[src/rtl/pinball_turn_ctrl_pkg.sv]
// rtl/pinball_turn_ctrl_pkg.sv - shared state encoding, zone points and winner codes
package pinball_turn_ctrl_pkg;

    typedef enum logic [2:0] {
        ST_IDLE   = 3'd0,
        ST_ARM    = 3'd1,
        ST_PLAY   = 3'd2,
        ST_SETTLE = 3'd3,
        ST_SWAP   = 3'd4,
        ST_OVER   = 3'd5
    } state_t;

    localparam logic [2:0] PTS_DRAIN   = 3'd0;
    localparam logic [2:0] PTS_ONE     = 3'd1;
    localparam logic [2:0] PTS_TWO     = 3'd2;
    localparam logic [2:0] PTS_JACKPOT = 3'd5;

    localparam logic [1:0] WIN_NONE = 2'b00;
    localparam logic [1:0] WIN_P0   = 2'b01;
    localparam logic [1:0] WIN_P1   = 2'b10;
    localparam logic [1:0] WIN_TIE  = 2'b11;

endpackage

[src/rtl/pinball_zone_decode.sv]
// rtl/pinball_zone_decode.sv - sensor to hit/points/jackpot decode, drain > +1 > +2 > jackpot
module pinball_zone_decode
    import pinball_turn_ctrl_pkg::*;
(
    input  logic [6:0] sensor_i,
    output logic       hit_o,
    output logic [2:0] points_o,
    output logic       jackpot_o
);

    always_comb begin
        hit_o     = |sensor_i;
        points_o  = PTS_DRAIN;
        jackpot_o = 1'b0;
        if (sensor_i[0] || sensor_i[6]) begin
            points_o = PTS_DRAIN;
        end else if (sensor_i[1] || sensor_i[5]) begin
            points_o = PTS_ONE;
        end else if (sensor_i[2] || sensor_i[4]) begin
            points_o = PTS_TWO;
        end else if (sensor_i[3]) begin
            points_o  = PTS_JACKPOT;
            jackpot_o = 1'b1;
        end
    end

endmodule

[src/rtl/pinball_turn_ctrl.sv]
// rtl/pinball_turn_ctrl.sv - two-player pinball turn sequencer with scores and ball counts
module pinball_turn_ctrl
    import pinball_turn_ctrl_pkg::*;
#(
    parameter int BALLS     = 3,
    parameter int WIN_SCORE = 4
) (
    input  logic       clk,
    input  logic       rst_n,
    input  logic       start,
    input  logic [6:0] sensor,
    output logic       active_player,
    output logic [2:0] score_p0,
    output logic [2:0] score_p1,
    output logic [1:0] balls_left,
    output logic       game_over,
    output logic [1:0] winner
);

    localparam logic [1:0] BALLS_Q = 2'(BALLS);
    localparam logic [2:0] WIN_Q   = 3'(WIN_SCORE);

    state_t     state_q, state_d;
    logic [2:0] p0_q, p0_d;
    logic [2:0] p1_q, p1_d;
    logic       ap_q, ap_d;
    logic [1:0] balls_q, balls_d;
    logic       turn_end_q, turn_end_d;

    logic       hit;
    logic [2:0] points;
    logic       jackpot;
    logic [2:0] cur_score;
    logic [2:0] new_score;
    logic [1:0] new_balls;

    pinball_zone_decode u_decode (
        .sensor_i  (sensor),
        .hit_o     (hit),
        .points_o  (points),
        .jackpot_o (jackpot)
    );

    // Scores never exceed 5: a turn ends at WIN_SCORE, so a 3-bit sum suffices.
    assign cur_score = ap_q ? p1_q : p0_q;
    assign new_score = jackpot ? PTS_JACKPOT : cur_score + points;
    assign new_balls = balls_q - 2'd1;

    always_comb begin
        state_d    = state_q;
        p0_d       = p0_q;
        p1_d       = p1_q;
        ap_d       = ap_q;
        balls_d    = balls_q;
        turn_end_d = turn_end_q;
        case (state_q)
            ST_IDLE, ST_OVER: begin
                if (start) begin
                    state_d    = ST_ARM;
                    p0_d       = 3'd0;
                    p1_d       = 3'd0;
                    ap_d       = 1'b0;
                    balls_d    = BALLS_Q;
                    turn_end_d = 1'b0;
                end
            end
            ST_ARM: begin
                if (sensor == 7'd0) state_d = ST_PLAY;
            end
            ST_PLAY: begin
                if (hit) begin
                    state_d = ST_SETTLE;
                    if (ap_q) p1_d = new_score;
                    else      p0_d = new_score;
                    balls_d    = new_balls;
                    turn_end_d = (new_score >= WIN_Q) || (new_balls == 2'd0);
                end
            end
            ST_SETTLE: begin
                if (sensor == 7'd0) begin
                    if (!turn_end_q) state_d = ST_PLAY;
                    else if (ap_q)   state_d = ST_OVER;
                    else             state_d = ST_SWAP;
                end
            end
            ST_SWAP: begin
                state_d    = ST_PLAY;
                ap_d       = 1'b1;
                balls_d    = BALLS_Q;
                turn_end_d = 1'b0;
            end
            default: state_d = ST_IDLE;
        endcase
    end

    always_ff @(posedge clk) begin
        if (!rst_n) begin
            state_q    <= ST_IDLE;
            p0_q       <= 3'd0;
            p1_q       <= 3'd0;
            ap_q       <= 1'b0;
            balls_q    <= 2'd0;
            turn_end_q <= 1'b0;
        end else begin
            state_q    <= state_d;
            p0_q       <= p0_d;
            p1_q       <= p1_d;
            ap_q       <= ap_d;
            balls_q    <= balls_d;
            turn_end_q <= turn_end_d;
        end
    end

    always_comb begin
        winner = WIN_NONE;
        if (state_q == ST_OVER) begin
            if (p0_q > p1_q)      winner = WIN_P0;
            else if (p1_q > p0_q) winner = WIN_P1;
            else                  winner = WIN_TIE;
        end
    end

    assign active_player = ap_q;
    assign score_p0      = p0_q;
    assign score_p1      = p1_q;
    assign balls_left    = balls_q;
    assign game_over     = (state_q == ST_OVER);

endmodule

[config.mk]
export PLATFORM = sky130hd
export DESIGN_NAME = pinball_turn_ctrl
export DESIGN_NICKNAME = d
export VERILOG_FILES = /design/src/rtl/pinball_turn_ctrl_pkg.sv /design/src/rtl/pinball_zone_decode.sv /design/src/rtl/pinball_turn_ctrl.sv
export SDC_FILE = /design/constraint.sdc
export NUM_CORES = 1
export LEC_CHECK = 0
export CAP_MARGIN = 0
export CORE_MARGIN = 1.5
export CORE_UTILIZATION = 44
export DETAILED_ROUTE_END_ITERATION = 8
export GPL_TIMING_DRIVEN = 0
export PLACE_DENSITY = 0.74
export RECOVER_POWER = 25
export SLEW_MARGIN = 20
export SYNTH_ARGS = -nofsm -noshare
export SYNTH_HDL_FRONTEND = slang
export SYNTH_SLANG_ARGS = --single-unit
[constraint.sdc]
create_clock -name clk -period 2.3 [get_ports clk]
set_clock_uncertainty 0.2 [all_clocks]
set_input_delay 0.345 -clock clk [delete_from_list [all_inputs] [get_ports clk]]
set_output_delay 0.345 -clock clk [all_outputs]
set_load 0.05 [all_outputs]
==> results <==
[power by group]
part | leakage [nW] | internal [mW] | switching (mW)
registers | 0.108 | 0.229 | 0.00542
logic | 0.360 | 0.0394 | 0.0570
clock network | 0.0150 | 0.0672 | 0.0769
total | 0.483 | 0.335 | 0.139
[registers in the layout, summed over array words and instances, names as in the netlist]
signal	flops
active_player	1
balls_left	2
score_p0	3
turn_end_q	1
state_q	3
score_p1	3
[synthesized netlist by cell type (2+ instances only)]
master and count:
o21ai_0 6, dfxtp_1 13, nor3_1 2, or3_1 2
nor3b_1 2, ha_1 5, o221ai_1 4, mux2i_1 3
a21oi_1 12, nor2_1 4, a21boi_0 3, inv_1 8
nor2b_1 3, a21o_1 2, o21ai_1 3, and3_1 2
nand2_1 2, nand2b_1 3, nand3_1 7, buf_2 2
[worst register-to-register path, stage by stage, from the launching register on]
cell	delay (ns)
dfxtp_4	0.37
mux2_4	0.31
ha_4	0.16
inv_2	0.05
fa_1	0.42
or4b_4	0.51
a31oi_4	0.18
o21ai_1	0.09
a21oi_1	0.15
[routing by layer]
metal	share of wire (%)	up-vias	wire, um	track usage [%]
met5	0	-	0	0
met4	0.96	0	25	4.17
met3	5.5	2	144	3.64
met2	48	41	1250	36.7
met1	45	450	1180	28.3
li1	-	494	-	-
[per-stage QoR]
step	power (mW)	std cells	area (sq um)	hold WS (ns)	setup TNS (ns)
2_1_floorplan	0.287	113	1000	0.278	-0.463
5_1_grt	0.497	172	1350	0.334	-0.812
3_3_place_gp	0.323	161	1250	0.278	-3.88
6_report	0.474	172	1350	0.291	-0.436
4_1_cts	0.474	171	1330	0.288	-0.451
3_5_place_dp	0.326	161	1250	0.281	-4.11
[final cells by class]
class,instances,area (sq um)
buffer,3,20.0
multi-input combinational,87,717
inverter,9,33.8
clock buffer,4,26.3
timing repair buffer,29,255
tap,27,33.8
sequential,13,268
fill,167,648
[worst paths after layout]
| check | start | to | slack [ns] | cells after the start |
|---|---|---|---|---|
| worst min-delay path | score_p0[0] | score_p0[0] | 0.29 | 2 |
| worst max register to register | active_player | score_p0[1] | -0.22 | 8 |
| worst max-delay path | active_player | score_p0[1] | -0.22 | 8 |
| worst min register to register | score_p0[0] | score_p0[0] | 0.29 | 2 |
[kinds of logic (layout without fill, tap and decap cells)]
| kind of cell | after synthesis | count (layout) | synth area share [%] |
|---|---|---|---|
| AOI/OAI and AO/OA | 39 | 39 | 26.6 |
| and+or+nand+nor | 35 | 35 | 24.3 |
| DFF | 13 | 13 | 27.2 |
| buffers and inverters | 13 | 45 | 6.14 |
| adders and majority gates | 7 | 7 | 9.66 |
| muxes | 4 | 4 | 4.31 |
| xor gates and xnor gates | 2 | 2 | 1.83 |
[repair_timing]
action / 4_1_cts / 5_1_grt
endpoints found under the setup margin: 8 / 4
buffers inserted: 7 / 1
pin swaps: 8 / 7
cloned: 0 / 0
hold buffers: 0 / 0
gates resized for setup: 42 / 10
==> flow_metrics.tcl <==
set metrics [dict create \
    clkSinkCount 13 \
    initial_core_util_pct 47.9 \
    netlist_instances 113 \
    p_per_area_nw_per_um2 350 \
    hold_class "reg2reg" \
    die_w_um 49.7 \
    drtPass1Iterations 4 \
    rsz0062_at_grt "true" \
    ios 22 \
    dp_slack_ns -0.912 \
    synthesis.area_sq_um 958 \
    final_util_pct 67.6 \
    vias 987 \
    core_sq_um 2000 \
    cts_buffer_depth 2 \
    min_period_ns 2.52 \
    drv_cap 0 \
    slew_headroom_pct 58.6 \
    cts_max_level 1 \
    crit_path_end_kind "register" \
    ys_ff_latch 13 \
    synth_top_area_share_pct 27.2 \
    post_drt_wl_per_cell_um 15.1 \
    std_cell_rows 16 \
    insertion_delay_ns 0.27 \
    arrival_ns 2.52 \
    die_h_um 49.7 \
    syn_area_per_cell_sq_um 8.48 \
    slew_viol_final 0 \
    crit_chain "mux2_4, ha_4, inv_2, fa_1, or4b_4, a31oi_4, o21ai_1, a21oi_1" \
    start_kind "register" \
    synth_fp_nets 129 \
    path_clk_slew_ns 0.08 \
    grtUsageTotal_pct 21.5 \
    final-setup-viol-count 3 \
    wirelength_um 2600 \
    dp_hpwl_um 1830 \
    grt_max_degree 11 \
    synth_top_cell_by_area "dfxtp_1" \
    final_cell_mix "11 x a21oi_1, 11 x clkdlybuf4s50_1, 9 x dfxtp_1" \
    grt-ovfl-total 0 \
    critPathKind "reg2reg" \
    status "complete, but fails checks" \
    ys.flop_type "dfxtp_1" \
    finalHoldViolations 0 \
    cts_tree "done" \
    setup_ws_ns -0.223 \
    fmax_ghz 0.396 \
    ys_seq_area_share_pct 27.2 \
    postRouteAntennaNets 0 \
    max_stage_delay_ns 0.51 \
    crit_required_ns 2.30 \
    ir_drop_v 0.000362 \
    die-area_sq_um 2470 \
    portBuffers 21 \
    drive_above_1_share_pct 26.9 \
    synth_area_leaders "dfxtp_1 27%, ha_1 6.5%, a21oi_1 6.3%" \
    antenna_found_initial 0 \
    numCtsBuffers 3 \
    ys_warn_count 0 \
    drtIter0Drc 31 \
    synthArstFlopShare_pct 0 \
    syn_to_final_growth_pct 41.3 \
    fin_crit_sh_pct 110 \
    worst_pin_slew_ns 0.620 \
    grt_pass1_wl_um 4110 \
    synth_edf_count 0 \
    slowest_stage "or4b_4" \
    nNetsFinal 162 \
    p_leak_nw 0.483 \
    routabilityCongestion 0.864 \
    via_per_inst 5.74 \
    drc 0 \
    cts_root_buf "clkbuf_4" \
    violations "setup timing" \
    ys_types 45 \
    critical-path-top-delay-family "adder cells" \
    cp_num_buf_inv 1 \
    critPathMaxFanout 2 \
    antenna_cells 0 \
    first_global_vias 896 \
]
Note: power is estimated with default switching activity, not from simulation.
